==> src/rtl/hazard_scoreboard_if.sv <==
// ============================================================================
// Module   : hazard_scoreboard_if
// Brief    : ID-stage hazard bundle between the pipeline and the scoreboard.
// Revision : 1.0 - initial release
// ============================================================================
`default_nettype none

interface hazard_scoreboard_if #(
   parameter int NREG   = 32,
   parameter int NSTAGE = 3,
   parameter int TW     = 2,
   parameter int CNT_W  = 16
);
   localparam int AW = $clog2(NREG);
   localparam int FW = $clog2(NSTAGE + 1);

   logic                   id_valid;
   logic [AW-1:0]          id_a1;
   logic [AW-1:0]          id_a2;
   logic [TW-1:0]          id_t_use1;
   logic [TW-1:0]          id_t_use2;
   logic [AW-1:0]          id_a3;
   logic [TW-1:0]          id_t_new;
   logic                   id_md;
   logic                   id_eret;
   logic                   id_mtc0_epc;
   logic                   md_busy;
   logic                   md_start;
   logic                   flush;
   logic [NSTAGE*AW-1:0]   stage_a3;
   logic                   stall;
   logic                   enable_pc;
   logic                   enable_if_id;
   logic                   flush_id_ex;
   logic [FW-1:0]          fwd_sel1;
   logic [FW-1:0]          fwd_sel2;
   logic [CNT_W-1:0]       perf_stall;
   logic [CNT_W-1:0]       perf_md_stall;

   modport master (
      output id_valid, id_a1, id_a2, id_t_use1, id_t_use2, id_a3, id_t_new,
             id_md, id_eret, id_mtc0_epc, md_busy, md_start, flush, stage_a3,
      input  stall, enable_pc, enable_if_id, flush_id_ex, fwd_sel1, fwd_sel2,
             perf_stall, perf_md_stall
   );

   modport slave (
      input  id_valid, id_a1, id_a2, id_t_use1, id_t_use2, id_a3, id_t_new,
             id_md, id_eret, id_mtc0_epc, md_busy, md_start, flush, stage_a3,
      output stall, enable_pc, enable_if_id, flush_id_ex, fwd_sel1, fwd_sel2,
             perf_stall, perf_md_stall
   );
endinterface

`default_nettype wire

==> src/rtl/hazard_scoreboard.sv <==
// ============================================================================
// Module   : hazard_scoreboard
// Brief    : Pending-write scoreboard hazard unit with forwarding selects,
//            mult/div and mtc0-EPC/eret interlocks. Optional stall counters
//            are enabled with the HAZARD_PERF_EN macro.
// Revision : 1.0 - initial release
// ============================================================================
`default_nettype none

module hazard_scoreboard #(
   parameter int NREG    = 32,
   parameter int NSTAGE  = 3,
   parameter int TW      = 2,
   parameter int EPC_LAT = 2,
   parameter int CNT_W   = 16
) (
   input  wire logic          clk,
   input  wire logic          rst_n,
   hazard_scoreboard_if.slave hz
);
   localparam int AW = $clog2(NREG);
   localparam int FW = $clog2(NSTAGE + 1);
   localparam int EW = (EPC_LAT < 1) ? 1 : $clog2(EPC_LAT + 1);

   logic [TW-1:0] cnt_q [NREG];
   logic [TW-1:0] cnt_d [NREG];
   logic [EW-1:0] epc_pend_q;
   logic [EW-1:0] epc_pend_d;

   logic w_data_haz;
   logic w_md_haz;
   logic w_epc_haz;
   logic w_stall;
   logic w_issue;
   logic [FW-1:0] w_fwd1;
   logic [FW-1:0] w_fwd2;

   // Hazard terms look only at registered countdowns, never at this cycle's issue.
   always_comb begin
      w_data_haz = ((hz.id_a1 != '0) && (cnt_q[hz.id_a1] > hz.id_t_use1)) ||
                   ((hz.id_a2 != '0) && (cnt_q[hz.id_a2] > hz.id_t_use2));
      w_md_haz   = hz.id_md && (hz.md_busy || hz.md_start);
      w_epc_haz  = hz.id_eret && (epc_pend_q != '0);
      w_stall    = hz.id_valid && (w_data_haz || w_md_haz || w_epc_haz) && !hz.flush;
      w_issue    = hz.id_valid && !w_stall && !hz.flush;
   end

   always_comb begin
      for (int i = 0; i < NREG; i++) begin
         cnt_d[i] = (cnt_q[i] != '0) ? cnt_q[i] - TW'(1) : cnt_q[i];
         if (hz.flush) begin
            cnt_d[i] = '0;
         end else if (w_issue && (hz.id_a3 != '0) && (int'(hz.id_a3) == i)) begin
            cnt_d[i] = hz.id_t_new;
         end
      end
   end

   always_comb begin
      epc_pend_d = (epc_pend_q != '0) ? epc_pend_q - EW'(1) : epc_pend_q;
      if (hz.flush) begin
         epc_pend_d = '0;
      end else if (w_issue && hz.id_mtc0_epc) begin
         epc_pend_d = EW'(EPC_LAT);
      end
   end

   always_ff @(posedge clk or negedge rst_n) begin
      if (!rst_n) begin
         for (int i = 0; i < NREG; i++) begin
            cnt_q[i] <= '0;
         end
         epc_pend_q <= '0;
      end else begin
         for (int i = 0; i < NREG; i++) begin
            cnt_q[i] <= cnt_d[i];
         end
         epc_pend_q <= epc_pend_d;
      end
   end

   // Scan oldest to youngest so the youngest matching producer is left standing.
   always_comb begin
      w_fwd1 = '0;
      w_fwd2 = '0;
      for (int k = NSTAGE; k >= 1; k--) begin
         if ((hz.id_a1 != '0) && (hz.stage_a3[(k-1)*AW +: AW] == hz.id_a1)) begin
            w_fwd1 = FW'(k);
         end
         if ((hz.id_a2 != '0) && (hz.stage_a3[(k-1)*AW +: AW] == hz.id_a2)) begin
            w_fwd2 = FW'(k);
         end
      end
   end

   assign hz.stall        = w_stall;
   assign hz.enable_pc    = !w_stall;
   assign hz.enable_if_id = !w_stall;
   assign hz.flush_id_ex  = w_stall;
   assign hz.fwd_sel1     = w_fwd1;
   assign hz.fwd_sel2     = w_fwd2;

`ifdef HAZARD_PERF_EN
   logic [CNT_W-1:0] perf_stall_q;
   logic [CNT_W-1:0] perf_stall_d;
   logic [CNT_W-1:0] perf_md_stall_q;
   logic [CNT_W-1:0] perf_md_stall_d;

   // Counters wrap naturally at 2^CNT_W.
   always_comb begin
      perf_stall_d    = perf_stall_q;
      perf_md_stall_d = perf_md_stall_q;
      if (w_stall) begin
         perf_stall_d = perf_stall_q + CNT_W'(1);
         if (w_md_haz) begin
            perf_md_stall_d = perf_md_stall_q + CNT_W'(1);
         end
      end
   end

   always_ff @(posedge clk or negedge rst_n) begin
      if (!rst_n) begin
         perf_stall_q    <= '0;
         perf_md_stall_q <= '0;
      end else begin
         perf_stall_q    <= perf_stall_d;
         perf_md_stall_q <= perf_md_stall_d;
      end
   end

   assign hz.perf_stall    = perf_stall_q;
   assign hz.perf_md_stall = perf_md_stall_q;
`else
   assign hz.perf_stall    = {CNT_W{1'b0}};
   assign hz.perf_md_stall = {CNT_W{1'b0}};
`endif

endmodule

`default_nettype wire

==> src/flat_wrapper.sv <==
// flat-port wrapper written by rule: the top's interface ports become plain ports
module hazard_scoreboard_flat 
#(
   parameter int NREG    = 32,
   parameter int NSTAGE  = 3,
   parameter int TW      = 2,
   parameter int EPC_LAT = 2,
   parameter int CNT_W   = 16
)
  (clk, rst_n, hz_id_valid, hz_id_a1, hz_id_a2, hz_id_t_use1, hz_id_t_use2, hz_id_a3, hz_id_t_new, hz_id_md, hz_id_eret, hz_id_mtc0_epc, hz_md_busy, hz_md_start, hz_flush, hz_stage_a3, hz_stall, hz_enable_pc, hz_enable_if_id, hz_flush_id_ex, hz_fwd_sel1, hz_fwd_sel2, hz_perf_stall, hz_perf_md_stall);
  hazard_scoreboard_if #(.NREG(NREG), .NSTAGE(NSTAGE), .TW(TW), .CNT_W(CNT_W)) hz_i ();
  input  wire logic clk;
  input  wire logic rst_n;
  input wire logic [$bits(hz_i.id_valid)-1:0] hz_id_valid;
  input wire logic [$bits(hz_i.id_a1)-1:0] hz_id_a1;
  input wire logic [$bits(hz_i.id_a2)-1:0] hz_id_a2;
  input wire logic [$bits(hz_i.id_t_use1)-1:0] hz_id_t_use1;
  input wire logic [$bits(hz_i.id_t_use2)-1:0] hz_id_t_use2;
  input wire logic [$bits(hz_i.id_a3)-1:0] hz_id_a3;
  input wire logic [$bits(hz_i.id_t_new)-1:0] hz_id_t_new;
  input wire logic [$bits(hz_i.id_md)-1:0] hz_id_md;
  input wire logic [$bits(hz_i.id_eret)-1:0] hz_id_eret;
  input wire logic [$bits(hz_i.id_mtc0_epc)-1:0] hz_id_mtc0_epc;
  input wire logic [$bits(hz_i.md_busy)-1:0] hz_md_busy;
  input wire logic [$bits(hz_i.md_start)-1:0] hz_md_start;
  input wire logic [$bits(hz_i.flush)-1:0] hz_flush;
  input wire logic [$bits(hz_i.stage_a3)-1:0] hz_stage_a3;
  output wire logic [$bits(hz_i.stall)-1:0] hz_stall;
  output wire logic [$bits(hz_i.enable_pc)-1:0] hz_enable_pc;
  output wire logic [$bits(hz_i.enable_if_id)-1:0] hz_enable_if_id;
  output wire logic [$bits(hz_i.flush_id_ex)-1:0] hz_flush_id_ex;
  output wire logic [$bits(hz_i.fwd_sel1)-1:0] hz_fwd_sel1;
  output wire logic [$bits(hz_i.fwd_sel2)-1:0] hz_fwd_sel2;
  output wire logic [$bits(hz_i.perf_stall)-1:0] hz_perf_stall;
  output wire logic [$bits(hz_i.perf_md_stall)-1:0] hz_perf_md_stall;
  assign hz_i.id_valid = hz_id_valid;
  assign hz_i.id_a1 = hz_id_a1;
  assign hz_i.id_a2 = hz_id_a2;
  assign hz_i.id_t_use1 = hz_id_t_use1;
  assign hz_i.id_t_use2 = hz_id_t_use2;
  assign hz_i.id_a3 = hz_id_a3;
  assign hz_i.id_t_new = hz_id_t_new;
  assign hz_i.id_md = hz_id_md;
  assign hz_i.id_eret = hz_id_eret;
  assign hz_i.id_mtc0_epc = hz_id_mtc0_epc;
  assign hz_i.md_busy = hz_md_busy;
  assign hz_i.md_start = hz_md_start;
  assign hz_i.flush = hz_flush;
  assign hz_i.stage_a3 = hz_stage_a3;
  assign hz_stall = hz_i.stall;
  assign hz_enable_pc = hz_i.enable_pc;
  assign hz_enable_if_id = hz_i.enable_if_id;
  assign hz_flush_id_ex = hz_i.flush_id_ex;
  assign hz_fwd_sel1 = hz_i.fwd_sel1;
  assign hz_fwd_sel2 = hz_i.fwd_sel2;
  assign hz_perf_stall = hz_i.perf_stall;
  assign hz_perf_md_stall = hz_i.perf_md_stall;
  hazard_scoreboard #(.NREG(NREG), .NSTAGE(NSTAGE), .TW(TW), .EPC_LAT(EPC_LAT), .CNT_W(CNT_W)) u_core (.clk(clk), .rst_n(rst_n), .hz(hz_i));
endmodule
==> config.mk <==
export PLATFORM = sky130hd
export DESIGN_NAME = hazard_scoreboard_flat
export DESIGN_NICKNAME = d
export VERILOG_FILES = /design/src/rtl/hazard_scoreboard_if.sv /design/src/rtl/hazard_scoreboard.sv /design/src/flat_wrapper.sv
export SDC_FILE = /design/constraint.sdc
export NUM_CORES = 1
export LEC_CHECK = 0
export CORE_ASPECT_RATIO = 0.7
export CORE_MARGIN = 10
export CORE_UTILIZATION = 30
export CTS_CLUSTER_SIZE = 20
export DETAILED_ROUTE_END_ITERATION = 16
export HOLD_SLACK_MARGIN = 0.06
export PLACE_DENSITY = 0.47
export SYNTH_ARGS = -nofsm -noshare
export SYNTH_HDL_FRONTEND = slang
export SYNTH_SLANG_ARGS = --single-unit
==> constraint.sdc <==
create_clock -name clk -period 3.9 [get_ports clk]
set_clock_uncertainty 0.05 [all_clocks]
set_input_delay 0.585 -clock clk [delete_from_list [all_inputs] [get_ports clk]]
set_output_delay 0.585 -clock clk [all_outputs]
set_load 0.03 [all_outputs]
**Word level (Yosys, flattened, before mapping)**

Cells that the tools add are included.
W data, S select, Z words.

- Word-level logic and storage cells: 344
- Register bits: 66

- Magnitude comparators: 4
- Equal/unequal tests: 37
- Reductions and logical operators: 124
- Muxes and demuxes: 111
- Add/sub/neg operators: 33
- Bitwise gates (word level): 2

Operators with widths:

| cell | count |
|---|---|
| $mux W2 | 109 |
| $reduce_bool A3 Y1 | 33 |
| $eq A5 B5 Y1 const B | 16 |
| $reduce_bool A2 Y1 | 33 |
| $sub A2 B1 Y2 const B | 33 |
| $logic_and A1 B1 Y1 | 48 |
| $eq A5 B4 Y1 const B | 8 |
| $eq A5 B5 Y1 | 6 |
| $bmux W2 S5 | 2 |
| $eq A5 B3 Y1 const B | 4 |
| $reduce_bool A5 Y1 | 3 |
| $ge A6 B6 Y1 const B | 2 |
| $not A5 Y6 | 2 |
| $eq A5 B2 Y1 const B | 2 |
| $eq A5 B1 Y1 const B | 1 |
| $logic_not A5 Y1 | 1 |
| $gt A2 B2 Y1 | 2 |
| $logic_or A1 B1 Y1 | 4 |
| $logic_not A1 Y1 | 2 |

**Depth between registers and ports, before layout**

- Depth in word-level cells: 18
- Depth in mapped cells: 16
- Gate-level depth less buffers: 11

**Worst setup path after synthesis**

OpenSTA, ideal clock, no wires.

- Kind: input to output
- Start: input hz_id_a2[1]
- End: output hz_enable_pc
- Buffers on the path: 5
- Setup slack: -0.437 ns
- Stages on the path: 15
- Data arrival time: 3.702 ns
- Required time: 3.265 ns
- Path through: clkbuf_1 -> clkbuf_1 -> nor2_1 -> a2111oi_0 -> nor3_1 -> or3_1 -> ha_1 -> nor2b_1 -> o21ai_0 -> o221a_2 -> buf_2 -> clkbuf_1 -> nand2_1 -> nand2_1 -> buf_4

- Cells in the longest elaborated chain, start to end: 12
- Elaborated cells between the ends (all ways): 13
- Those cells by class: 1 x order compare; 3 x mux; 1 x bitwise; 8 x reduce/logical

Ends and longest elaborated chain:

| item | RTL line | source |
|---|---|---|
| start, declared | flat_wrapper.sv:16 | `input wire logic [$bits(hz_i.id_a2)-1:0] hz_id_a2;` |
| $not A5 Y6 (implied by the code) | hazard_scoreboard.sv:41 | `((hz.id_a2 != '0) && (cnt_q[hz.id_a2] > hz.id_t_use2));` |
| $bmux W2 S5 | hazard_scoreboard.sv:41 |  |
| $mux W2 (implied by the code) (2 in a row) | hazard_scoreboard.sv:41 |  |
| $gt A2 B2 Y1 | hazard_scoreboard.sv:41 |  |
| $logic_and A1 B1 Y1 * | hazard_scoreboard.sv:41 |  |
| $logic_or A1 B1 Y1 * | hazard_scoreboard.sv:40 | `w_data_haz = ((hz.id_a1 != '0) && (cnt_q[hz.id_a1] > hz.id_t_use1)) \|\|` |
| $logic_or A1 B1 Y1 * (2 in a row) | hazard_scoreboard.sv:44 | `w_stall = hz.id_valid && (w_data_haz \|\| w_md_haz \|\| w_epc_haz) && !hz.flush;` |
| $logic_and A1 B1 Y1 * (2 in a row) | hazard_scoreboard.sv:44 |  |
| $logic_not A1 Y1 * | - |  |
| end, declared | flat_wrapper.sv:29 | `output wire logic [$bits(hz_i.enable_pc)-1:0] hz_enable_pc;` |

Every way passes the cells marked *; elsewhere a longest branch is shown, timed or not. The select of a mux whose other input is x is not followed.

**Worst setup path in the final report**

- Start: input hz_id_a2[1]
- End: output hz_flush_id_ex

- Cells in the longest elaborated chain, start to end: 11
- Elaborated cells between the ends (all ways): 12
- Those cells by class: 1 x order compare; 3 x mux; 1 x bitwise; 7 x reduce/logical

Ends and longest elaborated chain:

| item | RTL line | source |
|---|---|---|
| $not A5 Y6 (implied by the code) | hazard_scoreboard.sv:41 |  |
| $bmux W2 S5 | hazard_scoreboard.sv:41 |  |
| $mux W2 (implied by the code) (2 in a row) | hazard_scoreboard.sv:41 |  |
| $gt A2 B2 Y1 | hazard_scoreboard.sv:41 |  |
| $logic_and A1 B1 Y1 * | hazard_scoreboard.sv:41 |  |
| $logic_or A1 B1 Y1 * | hazard_scoreboard.sv:40 |  |
| $logic_or A1 B1 Y1 * (2 in a row) | hazard_scoreboard.sv:44 |  |
| $logic_and A1 B1 Y1 * (2 in a row) | hazard_scoreboard.sv:44 |  |
| end, declared | flat_wrapper.sv:31 | `output wire logic [$bits(hz_i.flush_id_ex)-1:0] hz_flush_id_ex;` |

Marks and branches as above.

==> parameters.txt <==
Parameter                              Value

STA
  Final min period    3.83 ns
  Setup repair after global routing missed its margin    yes
  Tcrit/Tclk final    98.2%
  Number of endpoints with negative hold slack in the final report    0
  Aggregate negative setup slack    0 ns
  Worst slew margin relative to its limit    between 50 and 60%
  Worst-Margin Slew    0.732 ns
  Final count of negative-setup-slack endpoints    0
  Number of slew-limit violations in the final report    0
  Max Clk Rate    0.261 GHz

Power and ir drop
  Sequential group share of total power    26.5%
  Cell area power density    approximately 590 nW/µm²
  Internal power contribution    2.76 mW
  Overall power after layout    4.70 mW
  Power spent charging and discharging nets    1.93 mW
  Combinational group share of total power    53.5%
  Maximum vdd drop    between 0.2 and 0.3 mV
  Switching power share of the total    around 41%
  Portion of total power attributed to the clock network    20.0%
  Leakage    3.61 nW

Floorplan
  Die area    27,300 µm²
  Chip Height    141 µm
  Core Footprint    about 21,000 µm²
  Standard-cell row count    44
  Floorplan die width    193 µm
  Number of top-level design ports    85
  Starting density of the core    30.4%

Finish
  Layout-stage area growth over the synthesis result    25.3%
  Antenna diodes    0
  Total Nets Final    917
  Layout cell share with drive strength beyond 1    around 20%

Synthesis
  Register bit total from synthesis    66
  Leading post-synthesis cells by cell area    sky130_fd_sc_hd__dfrtp_1 26%, sky130_fd_sc_hd__mux2i_1 10%, sky130_fd_sc_hd__ha_1 7.4%, sky130_fd_sc_hd__xnor2_1 6.0%, sky130_fd_sc_hd__mux2_2 5.7%
  FFs w/ async S/R, synth    100%
  Sequential area share after synthesis    26.2%
  Cells after synthesis    between 700 and 800
  Most used flip-flop cell after synthesis    sky130_fd_sc_hd__dfrtp_1
  Post-synthesis cell type with the largest combined area    sky130_fd_sc_hd__dfrtp_1
  Count of different cell masters after synthesis    55
  Cell area after synthesis    6300 µm²
  Syn. warnings    0
  Number of enable flip-flop cells after synthesis    0
  Synthesized area per cell    8.48 µm²
  Yosys top cell area share    26.2%

Drt
  Sum of routed wire length over all layers    roughly 21 mm
  1st-pass router iterations    5
  Violation count after the first detailed-route iteration    460
  Antenna Violating Nets Remaining    0
  Via density per instance    4.93
  DRC Markers    0
  Vias after detailed routing    5,504
  Wire per inst    18.8 µm

Critical path
  Cell type of the slowest stage on the worst timing path    sky130_fd_sc_hd__mux4_2
  Launch point of the worst path    hz_id_a2[1]
  RR Endpoint    u_core.cnt_q[40]
  Largest stage delay on the critical path    approximately 0.52 ns
  Cells along the critical path    clkdlybuf4s15_1, buf_6, mux4_2, o21ai_2, nor3_1, or3_1, ha_4, nor2b_4, o21ai_2, o221a_4, nand2_4, and2_4, buf_6
  Crit path kind    input port to primary output
  Buf/Inv on CP    3
  Signal arrival time at the worst endpoint    about 3.2 ns
  Req. time, crit path    3.26 ns
  Kind of end point of the critical path    primary output
  Crit Reg-Reg Startpoint    u_core.cnt_q[37]
  Crit-path max FO    5
  Top cell family by delay on the critical path    simple AND/OR/NAND/NOR gates
  Worst reg-to-reg path cell count    12
  Critical path depth    13
  Register-to-register setup slack    0.21 ns
  Crit start category    input port

Global route
  Wire length of the first global-routing pass    32.2 mm
  Met2 capacity usage during global routing    19.2%
  Vias in the first global route    5,346
  Largest net degree at the start of global routing    69
  Antenna violations before repair    0
  GRT met3 Usage    3.89%
  Met1 global-route usage    24.2%
  Total global-route track usage    15.2%
  Global routing's busiest layer    met1
  Gr ovfl total    0

Placed design
  Dpl hpwl    between 15 and 20 mm
  Count of input and output buffers    52
  Final weighted congestion in routability-driven placement    0.916

Flow run
  Number of max-cap violations    0

CTS
  Clk Latency, worst-skew pair    around 0.34 ns
  CTS tree    yes
  Root Buffer Master    sky130_fd_sc_hd__clkbuf_16
  Number of buffers inserted by hold repair at cts    0
  CTS clk-pin slew, worst paths    0.06 ns
  Total clock buffers created by CTS    9
  H-Tree Level Count    3
  Clk sink count    66
  Worst-case clock buffer depth    2

Status
  Result of the run    finished, final reports clean

Min path
  HP Class    input port to async pin
[synth_stat cells (3+ instances only)]
library cell                number
sky130_fd_sc_hd__nor2_1         76
sky130_fd_sc_hd__inv_1          70
sky130_fd_sc_hd__dfrtp_1        66
sky130_fd_sc_hd__mux2i_1        63
sky130_fd_sc_hd__xnor2_1        43
sky130_fd_sc_hd__a21oi_1        38
sky130_fd_sc_hd__ha_1           37
sky130_fd_sc_hd__buf_4          35
sky130_fd_sc_hd__mux2_2         32
sky130_fd_sc_hd__nand2_1        31
sky130_fd_sc_hd__nand2b_1       30
sky130_fd_sc_hd__clkbuf_1       28
sky130_fd_sc_hd__nand4_1        28
sky130_fd_sc_hd__xor2_1         20
sky130_fd_sc_hd__a22oi_1        18
sky130_fd_sc_hd__nand3_1        14
sky130_fd_sc_hd__nor3_1         11
sky130_fd_sc_hd__buf_2          10
sky130_fd_sc_hd__nor2b_1         8
sky130_fd_sc_hd__o2111ai_1       8
sky130_fd_sc_hd__buf_1           7
sky130_fd_sc_hd__nor4_1          6
sky130_fd_sc_hd__o211ai_1        6
sky130_fd_sc_hd__o21ai_0         6
sky130_fd_sc_hd__a2111oi_0       4
sky130_fd_sc_hd__mux4_2          4
sky130_fd_sc_hd__nor3b_1         4
sky130_fd_sc_hd__a211o_1         3
sky130_fd_sc_hd__and3_1          3
sky130_fd_sc_hd__and3b_1         3
[worst max-delay path by stage]
stage / endpoint / slack, ns
global route: u_core.cnt_q[40] / -0.03
finish: hz_flush_id_ex / 0.07
global placement: hz_stall / -0.89
CTS: hz_stall / 0.02
floorplan: hz_stall / 0.005
detailed placement: hz_stall / -0.92
[layer usage]
metal	vias to the layer above	routed length, µm
li1	2678	-
met1	2610	11200
met2	188	7790
met3	28	1630
met4	0	315
met5	-	0
[metrics by stage]
stage / hold slack [ns] / instances / cell area [µm²] / setup WS (ns) / utilization (%)
6_report: 0.233 / 1116 / 7890 / 0.0719 / 38.1
5_1_grt: 0.282 / 1116 / 7890 / -0.0305 / 38.1
4_1_cts: 0.250 / 1113 / 7810 / 0.0177 / 37.7
3_5_place_dp: 0.504 / 1098 / 7410 / -0.918 / 35.8
3_3_place_gp: 0.501 / 1098 / 7410 / -0.894 / 35.8
2_1_floorplan: 0.239 / 774 / 6450 / 0.00523 / -
[timing repair]
action	4_1_cts	5_1_grt
setup endpoints to repair	41	13
pin swaps	8	8
gates resized for setup	41	14
buffers inserted	0	3
[cells by family after synthesis]
kind of cell	synth area share, %
simple gates	19.0
buf+inv	11.4
mux	17.4
compound gates	9.79
flops	26.2
xor+xnor	8.76
fa+ha+maj	7.35
other cells	0.0595
[cells in the final DEF, fill, tap and decap left out, types with 29 or more instances in the layout]
cell	instances
sky130_fd_sc_hd__dfrtp_1	66
sky130_fd_sc_hd__nand2_1	29
sky130_fd_sc_hd__mux2i_1	61
sky130_fd_sc_hd__ha_1	36
sky130_fd_sc_hd__clkdlybuf4s50_1	37
sky130_fd_sc_hd__xnor2_1	43
sky130_fd_sc_hd__conb_1	32
sky130_fd_sc_hd__inv_1	70
sky130_fd_sc_hd__buf_4	75
sky130_fd_sc_hd__nor2_1	74
sky130_fd_sc_hd__a21oi_1	38
sky130_fd_sc_hd__mux2_2	32
sky130_fd_sc_hd__nand2b_1	30
[flip-flops by register name, indices dropped and copies added, names as in the netlist]
signal and flops:
u_core.cnt_q 64, u_core.epc_pend_q 2
[cell type report]
type	instances	area (µm²)
clock buffer	12	267
timing repair buffer	131	1140
clock inverter	4	72.6
inverter	70	263
fill	2154	12800
tap	276	345
multi-input combinational	557	4150
sequential	66	1650
[power groups by stage]
| stage | Combinational (mW) | Sequential (mW) | Clock, mW |
|---|---|---|---|
| after global placement | 2.42 | 1.26 | 0 |
| after floorplan | 1.83 | 1.16 | 0 |
| after detailed placement | 2.43 | 1.25 | 0 |
| after CTS | 2.47 | 1.24 | 0.958 |
| after global routing | 2.84 | 1.28 | 0.989 |
| final | 2.51 | 1.25 | 0.938 |
Power figures use the tool's default switching activity.
